`config.mk`:
```
export PLATFORM = sky130hd
export DESIGN_NAME = tile_frame_renderer
export DESIGN_NICKNAME = d
export VERILOG_FILES = /design/src/rtl/tile_frame_renderer_pkg.sv /design/src/rtl/tile_frame_renderer_scan.sv /design/src/rtl/tile_frame_renderer.sv
export SDC_FILE = /design/constraint.sdc
export NUM_CORES = 1
export LEC_CHECK = 0
export CAP_MARGIN = 20
export CORE_UTILIZATION = 35
export DETAILED_ROUTE_END_ITERATION = 8
export HOLD_SLACK_MARGIN = 0.05
export PLACE_DENSITY = 0.57
export SLEW_MARGIN = 25
export SYNTH_ARGS = -nofsm -noshare
export SYNTH_HDL_FRONTEND = slang
export SYNTH_HIERARCHICAL = 1
export SYNTH_SLANG_ARGS = --single-unit
export TNS_END_PERCENT = 5
```
`constraint.sdc`:
```
create_clock -name clk -period 6.1 [get_ports clk]
set_input_delay 0.61 -clock clk [delete_from_list [all_inputs] [get_ports clk]]
set_output_delay 0.61 -clock clk [all_outputs]
set_load 0.005 [all_outputs]
```
`src/rtl/tile_frame_renderer_pkg.sv`:
```
// Shared types and constants for the tile frame renderer.
// Holds the FSM state enum, lane-code width and colour constants.
package tile_frame_renderer_pkg;

    typedef enum logic [1:0] {
        IDLE  = 2'd0,
        ERASE = 2'd1,
        DRAW  = 2'd2,
        DONE  = 2'd3
    } state_t;

    localparam int LANE_CODE_W = 3;

    localparam logic [2:0] BLACK = 3'b000;
    localparam logic [2:0] WHITE = 3'b111;

endpackage

```
`src/rtl/tile_frame_renderer_scan.sv`:
```
// tile_scan_counter: row / dy / dx nested scan counter.
// Ports: clk, resetn, clear, advance, row_valid in; row, dy, dx, last out.
module tile_scan_counter #(
    parameter int NUM_ROWS   = 4,
    parameter int TILE_H     = 4,
    parameter int LANE_WIDTH = 20,
    localparam int RW  = (NUM_ROWS > 1) ? $clog2(NUM_ROWS) : 1,
    localparam int DYW = (TILE_H > 1) ? $clog2(TILE_H) : 1,
    localparam int DXW = (LANE_WIDTH > 1) ? $clog2(LANE_WIDTH) : 1
) (
    input  logic           clk,
    input  logic           resetn,
    input  logic           clear,
    input  logic           advance,
    input  logic           row_valid,
    output logic [RW-1:0]  row,
    output logic [DYW-1:0] dy,
    output logic [DXW-1:0] dx,
    output logic           last
);

    logic dx_end;
    logic tile_end;

    // An invalid row occupies a single scan cycle.
    assign dx_end   = (dx == DXW'(LANE_WIDTH - 1));
    assign tile_end = !row_valid ||
                      (dx_end && dy == DYW'(TILE_H - 1));
    assign last     = (row == RW'(NUM_ROWS - 1)) && tile_end;

    always_ff @(posedge clk) begin
        if (!resetn || clear) begin
            row <= '0;
            dy  <= '0;
            dx  <= '0;
        end else if (advance) begin
            if (tile_end) begin
                row <= row + 1'b1;
                dy  <= '0;
                dx  <= '0;
            end else if (dx_end) begin
                dx <= '0;
                dy <= dy + 1'b1;
            end else begin
                dx <= dx + 1'b1;
            end
        end
    end

endmodule

```
`src/rtl/tile_frame_renderer.sv`:
```
// Per frame: erase the previous frame's tiles, then draw new rows of tiles.
// Ports: clk, resetn, start, offset, row_lanes, draw_colour in;
//        busy, done, x_out, y_out, c_out, writeEN out.
module tile_frame_renderer
    import tile_frame_renderer_pkg::*;
#(
    parameter int NUM_ROWS   = 4,
    parameter int NUM_LANES  = 4,
    parameter int LANE_X0    = 120,
    parameter int LANE_WIDTH = 20,
    parameter int TILE_H     = 4,
    parameter int ROW_PITCH  = 40,
    parameter int SCREEN_H   = 240,
    parameter int OFS_W      = 6
) (
    input  logic                  clk,
    input  logic                  resetn,
    input  logic                  start,
    input  logic [OFS_W-1:0]      offset,
    input  logic [3*NUM_ROWS-1:0] row_lanes,
    input  logic [2:0]            draw_colour,
    output logic                  busy,
    output logic                  done,
    output logic [8:0]            x_out,
    output logic [7:0]            y_out,
    output logic [2:0]            c_out,
    output logic                  writeEN
);

    localparam int RW  = (NUM_ROWS > 1) ? $clog2(NUM_ROWS) : 1;
    localparam int DYW = (TILE_H > 1) ? $clog2(TILE_H) : 1;
    localparam int DXW = (LANE_WIDTH > 1) ? $clog2(LANE_WIDTH) : 1;
    localparam int XW  = 10;
    localparam int YW  = 11;
    localparam int CW  = LANE_CODE_W;

    state_t state;
    state_t state_next;

    logic [CW-1:0]    new_lanes [NUM_ROWS];
    logic [CW-1:0]    old_lanes [NUM_ROWS];
    logic [OFS_W-1:0] new_ofs;
    logic [OFS_W-1:0] old_ofs;
    logic [2:0]       colour;

    logic           clear;
    logic           advance;
    logic           row_valid;
    logic           last;
    logic [RW-1:0]  row;
    logic [DYW-1:0] dy;
    logic [DXW-1:0] dx;

    logic [CW-1:0]    code;
    logic [OFS_W-1:0] ofs;
    logic [2:0]       pix_colour;
    logic [XW-1:0]    px;
    logic [YW-1:0]    py;
    logic             scanning;
    logic             write;

    tile_scan_counter #(
        .NUM_ROWS   (NUM_ROWS),
        .TILE_H     (TILE_H),
        .LANE_WIDTH (LANE_WIDTH)
    ) u_scan (
        .clk       (clk),
        .resetn    (resetn),
        .clear     (clear),
        .advance   (advance),
        .row_valid (row_valid),
        .row       (row),
        .dy        (dy),
        .dx        (dx),
        .last      (last)
    );

    // ERASE walks the previous frame in black, DRAW the new one.
    always_comb begin
        code       = old_lanes[row];
        ofs        = old_ofs;
        pix_colour = BLACK;
        if (state == DRAW) begin
            code       = new_lanes[row];
            ofs        = new_ofs;
            pix_colour = colour;
        end
    end

    assign row_valid = (code != '0) && (code <= CW'(NUM_LANES));
    assign scanning  = (state == ERASE) || (state == DRAW);
    assign advance   = scanning;

    assign px = XW'(LANE_X0)
              + (XW'(code) - XW'(1)) * XW'(LANE_WIDTH)
              + XW'(dx);
    assign py = YW'(row) * YW'(ROW_PITCH)
              + YW'(ofs)
              + YW'(dy);

    // Pixels below the screen or past the 9-bit x range are dropped,
    // but the scan cycle is still spent.
    assign write = scanning && row_valid
                && (py < YW'(SCREEN_H))
                && !px[XW-1];

    always_ff @(posedge clk) begin
        if (!resetn) state <= IDLE;
        else         state <= state_next;
    end

    always_comb begin
        state_next = state;
        clear      = 1'b0;
        unique case (state)
            IDLE: begin
                clear = 1'b1;
                if (start) state_next = ERASE;
            end
            ERASE: begin
                if (last) begin
                    clear      = 1'b1;
                    state_next = DRAW;
                end
            end
            DRAW: begin
                if (last) state_next = DONE;
            end
            DONE: begin
                state_next = IDLE;
            end
            default: state_next = IDLE;
        endcase
    end

    always_ff @(posedge clk) begin
        if (!resetn) begin
            for (int r = 0; r < NUM_ROWS; r++) begin
                new_lanes[r] <= '0;
                old_lanes[r] <= '0;
            end
            new_ofs <= '0;
            old_ofs <= '0;
            colour  <= BLACK;
        end else begin
            if (state == IDLE && start) begin
                for (int r = 0; r < NUM_ROWS; r++) begin
                    new_lanes[r] <= row_lanes[3*r +: 3];
                end
                new_ofs <= offset;
                colour  <= draw_colour;
            end
            if (state == DONE) begin
                for (int r = 0; r < NUM_ROWS; r++) begin
                    old_lanes[r] <= new_lanes[r];
                end
                old_ofs <= new_ofs;
            end
        end
    end

    always_ff @(posedge clk) begin
        if (!resetn) begin
            x_out   <= '0;
            y_out   <= '0;
            c_out   <= '0;
            writeEN <= 1'b0;
        end else begin
            writeEN <= write;
            if (write) begin
                x_out <= px[8:0];
                y_out <= py[7:0];
                c_out <= pix_colour;
            end
        end
    end

    assign busy = (state != IDLE);
    assign done = (state == DONE);

endmodule

```
### Yosys cells after proc, flatten, opt, wreduce, memory -nomap -nowiden

Memory sizes are Yosys's and may differ from the RTL's. A register that Yosys moved wholly into a read port is not among the register bits.
Index checks and enable logic that the tools add are counted.
Widths: inputs -> output; s select.

| storage, ports and cells | value |
|---|---|
| output and inout bits | 23 |
| bits in writable memories | 24 |
| memories | 2 |
| register bits | 47 |

| operators by class | value |
|---|---|
| eq/ne operators | 9 |
| $add $sub $neg | 8 |
| bitwise logic cells | 8 |
| reduce and logical (&&, ||, !) cells | 20 |
| $mul | 2 |
| magnitude comparators | 2 |
| muxes and demuxes | 32 |

Memories:

| memory | words | width | rd ports | clocked after memory_dff | write ports | RTL line | source |
|---|---|---|---|---|---|---|---|
| new_lanes | 4 | 3 | 5 | 1 | 4 | tile_frame_renderer.sv:40 | `logic [CW-1:0] new_lanes [NUM_ROWS];` |
| old_lanes | 4 | 3 | 1 | 1 | 4 | tile_frame_renderer.sv:41 | `logic [CW-1:0] old_lanes [NUM_ROWS];` |

Operator list:

| operator | count |
|---|---|
| $mux 3 | 10 |
| $mux 2 | 9 |
| $add 10x5->10 | 1 |
| $add 7x10->10 const A | 1 |
| $add 9x2->10 | 1 |
| $lt 10x8->1 const B | 1 |
| $mul 10x3->8 const B | 1 |
| $mux 5 | 2 |
| $add 8x6->9 | 1 |
| $eq 2x2->1 const B | 4 |
| $mux 1 | 8 |
| $or 1x1->1 | 8 |
| $pmux 2 s4 | 1 |
| $logic_and 1x1->1 | 7 |
| $mux 6 | 1 |
| $ne 2x2->1 const B | 3 |
| $add 5x1->5 const B | 1 |
| $eq 5x5->1 const B | 1 |
| $mul 2x3->5 const B | 1 |
| $add 2x1->2 const B | 2 |
| $reduce_and 2->1 | 2 |
| $reduce_bool 2->1 | 2 |
| $sub 3x1->4 const B | 1 |
| $le 3x3->1 const B | 1 |
| 7 further kinds | 11 |

### Logic depth before layout (Yosys ltp)

Gate-level depths: netlist of run 1.

| logic depth | value |
|---|---|
| depth in word-level cells | 11 |
| mapped depth | 23 |

### Cells and area by module

The synthesis of run 1 kept the hierarchy.

By module, submodules not included:

| module | area an instance (um2) | cells an instance | times used | sequential area each (um2) |
|---|---|---|---|---|
| tile_frame_renderer | 3,313.2 | 309 | 1 | 1,481.4 |
| tile_scan_counter | 484.2 | 49 | 1 | 180.2 |

### Least setup slack after synthesis of run 1

Ideal clock, no wire load.

| path | value |
|---|---|
| kind | reg-to-reg |
| start | reg u_scan.row[0] |
| end | reg x_out[8] |
| arrival time | 4,731 ps |
| path buffers | 3 |
| setup slack | 1,290 ps |
| cell stages (with the launch flop) | 22 |
| setup time | 79 ps |
| data required time | 6,021 ps |
| cell sequence | dfxtp_1 buf_6 mux4_2 mux2i_1 ha_1 nor3_1 nor2_1 inv_1 ha_1 inv_1 fa_1 inv_1 ha_1 ha_1 o21ai_0 o21ba_2 o2111ai_1 and3_1 or3_1 buf_2 buf_6 a211oi_2 |

| on the way | value |
|---|---|
| longest elaborated chain between the ends | 6 |

RTL lines:

| what | RTL line | source |
|---|---|---|
| from (decl) | tile_frame_renderer_scan.sv:16 | `output logic [RW-1:0] row,` |
| from (signal assigned) | tile_frame_renderer_scan.sv:38 | `row <= row + 1'b1;` |
| $mul 2x3->5 | tile_frame_renderer.sv:97 | `assign py = YW'(row) * YW'(ROW_PITCH)` |
| $add 8x6->9 | tile_frame_renderer.sv:98 | `+ YW'(ofs)` |
| $add 9x2->10 | tile_frame_renderer.sv:99 | `+ YW'(dy);` |
| $lt 10x8->1 | tile_frame_renderer.sv:104 | `&& (py < YW'(SCREEN_H))` |
| $logic_and 1x1->1 | tile_frame_renderer.sv:104 |  |
| $logic_and 1x1->1 | tile_frame_renderer.sv:105 | `&& !px[XW-1];` |
| to (signal assigned) | tile_frame_renderer.sv:171 | `x_out <= px[8:0];` |
| to (decl) | tile_frame_renderer.sv:24 | `output logic [8:0] x_out,` |

No other way between the ends.
A chain may end at the register's enable or synchronous reset.

### Worst setup path in the final report of run 1

| path | value |
|---|---|
| start | reg u_scan.row[0] |
| end | reg c_out[0] |

| on the way | value |
|---|---|
| longest elaborated chain between the ends | 6 |

RTL lines:

| what | RTL line | source |
|---|---|---|
| $mul 2x3->5 | tile_frame_renderer.sv:97 |  |
| $add 8x6->9 | tile_frame_renderer.sv:98 |  |
| $add 9x2->10 | tile_frame_renderer.sv:99 |  |
| $lt 10x8->1 | tile_frame_renderer.sv:104 |  |
| $logic_and 1x1->1 | tile_frame_renderer.sv:104 |  |
| $logic_and 1x1->1 | tile_frame_renderer.sv:105 |  |
| to (signal assigned) | tile_frame_renderer.sv:173 | `c_out <= pix_colour;` |
| to (decl) | tile_frame_renderer.sv:26 | `output logic [2:0] c_out,` |

No other way between the ends.

==> insert_results.sql, run 1 <==
INSERT INTO impl_metrics (metric_group, metric, value, unit) VALUES
('worst_setup_path', 'worst_setup_path_start_kind', 'register', ''),
('floorplan', 'standard_cell_rows', '37', ''),
('clock_tree', 'clk_latency', '350', 'ps'),
('floorplan', 'die_area', '11300', 'um2'),
('synth', 'post_synthesis_net_count', '412', ''),
('synth', 'post-synth-top-area-fraction', '24.8', '%'),
('worst_setup_path', 'crit_top_cell', 'sky130_fd_sc_hd__ha_1', ''),
('outcome', 'run_status', 'completed', ''),
('routing', 'drt-total-wl', '7870', 'um'),
('synth', 'netlist_instances', '358', ''),
('clock_tree', 'post-cts-setup-buffers', '0', ''),
('floorplan', 'core_area', '10400', 'um2'),
('synth', 'synth.cell_area', '3800', 'um2'),
('synth', 'synth_async_sr_flop_share', '0', '%'),
('placed_design', 'detailed_place_hpwl', '5690', 'um'),
('worst_setup_path', 'crit_path_end_kind', 'register', ''),
('routing', 'routed-via-count', '2672', ''),
('worst_setup_path', 'timing.critical_path.arrival', '5800', 'ps'),
('timing', 'period_needed', '5560', 'ps'),
('placed_design', 'io_buffer_count', '46', ''),
('final_layout', 'fill_cells', '1006', ''),
('min_path', 'hold_path_depth', '2', ''),
('timing', 'rsz_0062_raised_after_global_routing', 'false', ''),
('timing', 'slew_viol_final', '0', ''),
('global_route', 'globalRouteTotalUtil', '15.3', '%'),
('global_route', 'gr-total-overflow', '0', ''),
('clock_tree', 'tritoncts', 'done', ''),
('synth', 'synthDominantAreaCellType', 'sky130_fd_sc_hd__dfxtp_1', ''),
('worst_setup_path', 'worst-path-max-fanout', '13', ''),
('power', 'power_per_cell_area', '446', 'nW/um2'),
('synth', 'synth_warnings', '6', ''),
('worst_setup_path', 'worst_r2r_startpoint', 'u_scan/row[0]', ''),
('global_route', 'antenna_found_initial', '0', ''),
('final_layout', 'diodes', '0', ''),
('min_path', 'hold_start', 'x_out[3]', ''),
('synth', 'synth.distinct_cells', '47', ''),
('routing', 'route.detailed.drc', '0', ''),
('global_route', 'grt_pass1_vias', '2706', ''),
('worst_setup_path', 'largest_delay_contributor_family_on_the_critical_path', 'adder cells', ''),
('min_path', 'timing.hold.worst_endpoint', 'x_out[3]', ''),
('clock_tree', 'cts.reportedPaths.clkPinSlew', '80', 'ps'),
('worst_setup_path', 'crit_start', 'u_scan/row[0]', ''),
('global_route', 'wire_length_of_the_first_global_routing_pass', '13300', 'um'),
('worst_setup_path', 'crit_path_top_delay_cell', 'sky130_fd_sc_hd__dfxtp_1', ''),
('timing', 'hold_viol', '0', ''),
('timing', 'maxClockFrequency', '180', 'MHz'),
('global_route', 'maximum_number_of_pins_on_one_net_before_global_route_repair', '53', ''),
('synth', 'post_synth.cell_area_avg', '10.6', 'um2'),
('clock_tree', 'clock_tree.root_cell', 'sky130_fd_sc_hd__clkbuf_8', ''),
('routing', 'ant_nets', '0', ''),
('floorplan', 'floorplan.die.width', '106', 'um'),
('timing', 'finalSetupViolCount', '0', ''),
('worst_setup_path', 'critical_path_class', 'register to register', ''),
('worst_setup_path', 'cp.buffers_inverters', '4', ''),
('power', 'peakVddDrop', '0.235', 'mV'),
('final_layout', 'multi_input_area', '1960', 'um2'),
('floorplan', 'initial_core_utilization', '36.5', '%'),
('worst_setup_path', 'worst_path_largest_cell_delay', '720', 'ps'),
('timing', 'holdWs', '459', 'ps'),
('placed_design', 'dp_cells', '524', ''),
('worst_setup_path', 'timing.rr.end', 'c_out[0]', ''),
('final_layout', 'design.final.nets', '453', ''),
('final_layout', 'finish.cell_count_without_fillers', '540', ''),
('timing', 'final.setup.tns', '0', 'ps'),
('synth', 'ys_top_cells_by_area', 'sky130_fd_sc_hd__dfxtp_1, sky130_fd_sc_hd__edfxtp_1, sky130_fd_sc_hd__mux2i_1', ''),
('routing', 'wl_per_cell', '14.6', 'um'),
('worst_setup_path', 'crit_required', '6340', 'ps'),
('routing', 'initial_drc_count', '91', ''),
('synth', 'number_of_enable_flip_flop_cells_after_synthesis', '24', ''),
('timing', 'timing_worst_slew_pin_value', '825', 'ps'),
('timing', 'fin_worst_skew', '10.4', 'ps');
[layer usage]
metal	routed length, um	track usage [%]	up-vias
li1	-	-	1342
met3	366	3.56	6
met4	86	5.65	0
met1	3670	19.6	1261
met2	3750	25.1	63
met5	0	0	-
[worst register-to-register path, cell delays in order (launching register included)]
cell and delay (ps):
sky130_fd_sc_hd__dfxtp_1 720, sky130_fd_sc_hd__mux4_2 580, sky130_fd_sc_hd__mux2i_1 380, sky130_fd_sc_hd__ha_1 250, sky130_fd_sc_hd__nor3_1 70, sky130_fd_sc_hd__nor2_1 100
sky130_fd_sc_hd__buf_4 150, sky130_fd_sc_hd__inv_1 60, sky130_fd_sc_hd__ha_1 190, sky130_fd_sc_hd__ha_1 190, sky130_fd_sc_hd__inv_1 70, sky130_fd_sc_hd__fa_1 440
sky130_fd_sc_hd__ha_1 360, sky130_fd_sc_hd__o21ai_0 240, sky130_fd_sc_hd__o21ba_2 160, sky130_fd_sc_hd__o2111ai_1 130, sky130_fd_sc_hd__and3_1 250, sky130_fd_sc_hd__or3_2 710
sky130_fd_sc_hd__buf_4 280, sky130_fd_sc_hd__mux2i_1 130
[synth_stat cells (all sizes together) (8+ instances only)]
cell    number
dfxtp       47
inv         24
nand2       41
and2        13
clkbuf      11
nor2        16
edfxtp      24
a22o        10
ha          27
buf          8
mux2i       35
nor3         9
and3        13
a21oi        8
[worst max-delay path by stage]
stage               end
6_report       c_out[0]
5_1_grt        y_out[4]
4_1_cts        c_out[0]
3_5_place_dp   c_out[0]
3_3_place_gp   y_out[7]
2_1_floorplan  x_out[8]
[stage by stage]
stage	total power (uW)	instance area [um2]	worst slack [ps]	utilization, %
after floorplan	1410	3800	1290	-
after global placement	1650	4360	637	41.8
after detailed placement	1670	4360	423	41.9
after CTS	2070	4560	403	43.8
after global routing	2230	4560	110	43.8
final	2030	4560	536	43.8
[cell families after synthesis]
logic type / Yosys count / synth area share [%]
fa+ha+maj: 30 / 10.5
mux: 46 / 13.7
simple gates: 112 / 14.9
flops: 71 / 43.8
xor+xnor: 10 / 2.67
buf+inv: 43 / 4.94
compound gates: 46 / 9.56
[where the power goes]
| part | total (uW) | switching [uW] | internal, uW |
|---|---|---|---|
| Sequential | 601 | 39.7 | 562 |
| Clock | 379 | 188 | 191 |
| Combinational | 1050 | 572 | 482 |
[layout by cell type (no fill, tap or decap), types with 2 or more instances in the layout]
cell | synthesis | routed
sky130_fd_sc_hd__dfxtp_1 | 47 | 47
sky130_fd_sc_hd__clkdlybuf4s50_1 | 0 | 46
sky130_fd_sc_hd__nand2_1 | 41 | 41
sky130_fd_sc_hd__mux2i_1 | 35 | 35
sky130_fd_sc_hd__ha_1 | 27 | 27
sky130_fd_sc_hd__inv_1 | 24 | 24
sky130_fd_sc_hd__edfxtp_1 | 24 | 24
sky130_fd_sc_hd__nor2_1 | 16 | 16
sky130_fd_sc_hd__and3_1 | 13 | 13
sky130_fd_sc_hd__and2_1 | 13 | 13
sky130_fd_sc_hd__a22o_1 | 10 | 10
sky130_fd_sc_hd__clkbuf_8 | 0 | 9
sky130_fd_sc_hd__nor3_1 | 9 | 8
sky130_fd_sc_hd__a21oi_1 | 7 | 7
sky130_fd_sc_hd__o21ai_0 | 6 | 6
sky130_fd_sc_hd__xor2_1 | 6 | 6
sky130_fd_sc_hd__mux2_2 | 5 | 5
sky130_fd_sc_hd__a211oi_1 | 5 | 5
sky130_fd_sc_hd__mux4_2 | 4 | 4
sky130_fd_sc_hd__nand2b_1 | 4 | 4
sky130_fd_sc_hd__nor2b_1 | 4 | 4
sky130_fd_sc_hd__nand3_1 | 4 | 4
sky130_fd_sc_hd__a21o_1 | 3 | 3
sky130_fd_sc_hd__xnor2_1 | 3 | 3
sky130_fd_sc_hd__fa_1 | 3 | 3
sky130_fd_sc_hd__buf_4 | 0 | 3
sky130_fd_sc_hd__mux2_1 | 2 | 2
sky130_fd_sc_hd__o21ba_2 | 2 | 2
sky130_fd_sc_hd__o211ai_1 | 2 | 2
sky130_fd_sc_hd__a211oi_2 | 2 | 2
sky130_fd_sc_hd__clkinv_4 | 0 | 2
sky130_fd_sc_hd__nand4_1 | 2 | 2
[state kept, by name, summed over array words and instances (netlist names)]
signal      count
new_ofs         6
old_lanes      12
y_out           8
u_scan/row      2
old_ofs         6
state           2
u_scan/dx       5
new_lanes      12
colour          3
u_scan/dy       2
x_out           9
c_out           3
writeEN         1
[area by class of cell]
class / instances / share of cell area, %
tap: 136 / 3.73
sequential: 71 / 36.4
inverter: 24 / 1.97
clock inverter: 6 / 1.51
clock buffer: 10 / 2.80
timing repair buffer: 49 / 10.6
multi-input combinational: 244 / 43.0
[timing repair]
action                                 in CTS  in global routing
setup endpoints to repair                   0                  1
endpoints found under the hold margin       0                  0
gates resized for setup                     0                  1
Power figures use the tool's default switching activity.
==> run 2: changes to the inputs <==
ABC_CLOCK_PERIOD_IN_PS = 6700   (was default)
clock period = 6.7 ns   (was 6.1 ns; I/O delays follow)
==> insert_results.sql, run 2 (same netlist as run 1, synthesis figures left out) <==
INSERT INTO impl_metrics (metric_group, metric, value, unit) VALUES
('final_layout', 'diodes', '0', ''),
('placed_design', 'io_buffer_count', '46', ''),
('clock_tree', 'post-cts-setup-buffers', '0', ''),
('worst_setup_path', 'worst_setup_path_start_kind', 'register', ''),
('floorplan', 'standard_cell_rows', '37', ''),
('placed_design', 'dp_cells', '524', ''),
('timing', 'holdWs', '461', 'ps'),
('worst_setup_path', 'crit_path_end_kind', 'register', ''),
('worst_setup_path', 'largest_delay_contributor_family_on_the_critical_path', 'adder cells', ''),
('timing', 'final.setup.tns', '0', 'ps'),
('final_layout', 'layout.cells.most_common', 'sky130_fd_sc_hd__dfxtp_1', ''),
('final_layout', 'design.final.nets', '453', ''),
('floorplan', 'fp.dieH', '106', 'um'),
('worst_setup_path', 'crit_path_top_delay_cell', 'sky130_fd_sc_hd__dfxtp_1', ''),
('global_route', 'globalRouteTotalUtil', '15.1', '%'),
('power', 'power_per_cell_area', '397', 'nW/um2'),
('worst_setup_path', 'cp.depth', '18', ''),
('routing', 'drt-vias-per-instance', '4.94', ''),
('global_route', 'use_met3', '4.78', '%'),
('floorplan', 'floorplan.die.width', '106', 'um'),
('timing', 'slew_viol_final', '0', ''),
('global_route', 'use_met2', '23.1', '%'),
('timing', 'ratio_of_final_minimum_period_to_clock_period', '86.2', '%'),
('floorplan', 'initial_core_utilization', '36.5', '%'),
('power', 'p_leak', '0.00190', 'uW'),
('final_layout', 'layout.core_utilization', '43.4', '%'),
('final_layout', 'most-common-layout-cells', 'sky130_fd_sc_hd__dfxtp_1, sky130_fd_sc_hd__clkdlybuf4s50_1, sky130_fd_sc_hd__nand2_1', ''),
('timing', 'maxClockFrequency', '173', 'MHz'),
('clock_tree', 'tritoncts', 'done', ''),
('global_route', 'maximum_number_of_pins_on_one_net_before_global_route_repair', '53', ''),
('global_route', 'grt_pass1_vias', '2728', ''),
('global_route', 'busiest_layer', 'met2', ''),
('timing', 'fin_worst_skew', '8.89', 'ps'),
('placed_design', 'detailed_place_hpwl', '5610', 'um'),
('routing', 'first_pass_iters', '4', ''),
('floorplan', 'die_area', '11300', 'um2'),
('power', 'peakVddDrop', '0.202', 'mV'),
('timing', 'max-slew-margin-rel', '46.7', '%'),
('clock_tree', 'cts_made_buffers', '9', ''),
('routing', 'route.detailed.drc', '0', ''),
('worst_setup_path', 'cp.buffers_inverters', '3', ''),
('worst_setup_path', 'critical_path_class', 'register to register', ''),
('worst_setup_path', 'path_cells', 'mux4_2 > mux2i_1 > ha_1 > nor3_1 > nor2_1 > inv_1 > ha_1 > ha_1 > inv_1 > fa_1 > ha_1 > o21ai_0 > o21ba_2 > o2111ai_1 > and3_1 > or3_1 > buf_4 > a211oi_2', ''),
('timing', 'finalSetupViolCount', '0', ''),
('floorplan', 'design.portCount', '47', ''),
('clock_tree', 'cts_max_path_buffers', '2', ''),
('routing', 'initial_drc_count', '132', ''),
('worst_setup_path', 'worst-path-max-fanout', '15', ''),
('power', 'p_total', '1800', 'uW'),
('final_layout', 'top_regs', 'new_lanes x12, old_lanes x12, x_out x9', ''),
('placed_design', 'gp_routability_congestion', '0.753', ''),
('clock_tree', 'clock_tree.root_cell', 'sky130_fd_sc_hd__clkbuf_8', ''),
('outcome', 'run_status', 'completed', ''),
('routing', 'drt-total-wl', '7660', 'um'),
('global_route', 'wire_length_of_the_first_global_routing_pass', '13100', 'um'),
('global_route', 'use_met1', '20.0', '%'),
('clock_tree', 'cts-resized-gates', '0', ''),
('final_layout', 'finish.cell_count_without_fillers', '540', ''),
('routing', 'wl_per_cell', '14.2', 'um'),
('worst_setup_path', 'crit_top_cell', 'sky130_fd_sc_hd__ha_1', ''),
('global_route', 'antenna_found_initial', '0', ''),
('timing', 'timing_worst_slew_pin_value', '800', 'ps'),
('clock_tree', 'cts_max_level', '3', ''),
('worst_setup_path', 'reg2regPathDepth', '18', ''),
('timing', 'hold_viol', '0', ''),
('clock_tree', 'clk_latency', '350', 'ps'),
('job', 'max_cap_viol_count', '0', ''),
('timing', 'rsz_0062_raised_after_global_routing', 'false', ''),
('final_layout', 'area.growth.synth_to_final', '19.0', '%'),
('min_path', 'hold_path_class', 'register to register', ''),
('worst_setup_path', 'worst_path_largest_cell_delay', '740', 'ps'),
('global_route', 'gr-total-overflow', '0', ''),
('clock_tree', 'cts.reportedPaths.clkPinSlew', '80', 'ps'),
('worst_setup_path', 'timing.critical_path.arrival', '6050', 'ps'),
('routing', 'routed-via-count', '2670', ''),
('routing', 'ant_nets', '0', ''),
('floorplan', 'core_area', '10400', 'um2'),
('worst_setup_path', 'crit_required', '6970', 'ps'),
('clock_tree', 'post_cts_hold_buffer_count', '0', ''),
('final_layout', 'post_route_cells_drive_above_1_share', '8.17', '%'),
('min_path', 'hold_path_depth', '2', ''),
('timing', 'period_needed', '5770', 'ps'),
('clock_tree', 'cts_num_sinks', '71', '');
[run 2: area by class of cell]
| type | instances | area [um2] |
|---|---|---|
| multi-input cells | 244 | 1960 |
| flip-flops and latches | 71 | 1660 |
| well taps | 136 | 170 |
| clock inverters | 5 | 25.0 |
| clock buffers | 11 | 131 |
| inverters | 24 | 90.1 |
| repair buffers | 49 | 483 |
| fillers | 1007 | 5900 |
[run 2: through the flow]
step                area, um2  worst slack [ps]
global placement         4360              1080
floorplan                3800              1890
global route             4520               509
finish                   4520               925
detailed placement       4360               921
CTS                      4510               889
[run 2: worst register-to-register path, cell delays in order (launching register included)]
cell                        delay, ps
sky130_fd_sc_hd__dfxtp_1          740
sky130_fd_sc_hd__mux4_2           590
sky130_fd_sc_hd__mux2i_1          380
sky130_fd_sc_hd__ha_1             250
sky130_fd_sc_hd__nor3_1            70
sky130_fd_sc_hd__nor2_1           370
sky130_fd_sc_hd__inv_1            130
sky130_fd_sc_hd__ha_1             240
sky130_fd_sc_hd__ha_1             190
sky130_fd_sc_hd__inv_1             70
sky130_fd_sc_hd__fa_1             430
sky130_fd_sc_hd__ha_1             360
sky130_fd_sc_hd__o21ai_0          260
sky130_fd_sc_hd__o21ba_2          170
sky130_fd_sc_hd__o2111ai_1        120
sky130_fd_sc_hd__and3_1           240
sky130_fd_sc_hd__or3_1            560
sky130_fd_sc_hd__buf_4            300
sky130_fd_sc_hd__a211oi_2         220
[run 2: report_power, final]
group          leakage [uW]  internal [uW]  total [uW]  switching [uW]
Clock             0.0000782            131         291             160
Sequential         0.000635            512         549            37.3
Combinational       0.00119            435         955             520
[run 2: final timing paths]
check	end	from	slack, ps
max	x_out[8]	u_scan/row[0]	930
min	x_out[4]	x_out[4]	460
max reg2reg	x_out[8]	u_scan/row[0]	930
min reg2reg	x_out[4]	x_out[4]	460
[run 2: per-layer routing]
metal | part of all wire, % | vias up
met5 | 0 | -
met4 | 1.3 | 0
met3 | 4.6 | 9
met2 | 44 | 60
met1 | 50 | 1253
li1 | - | 1348
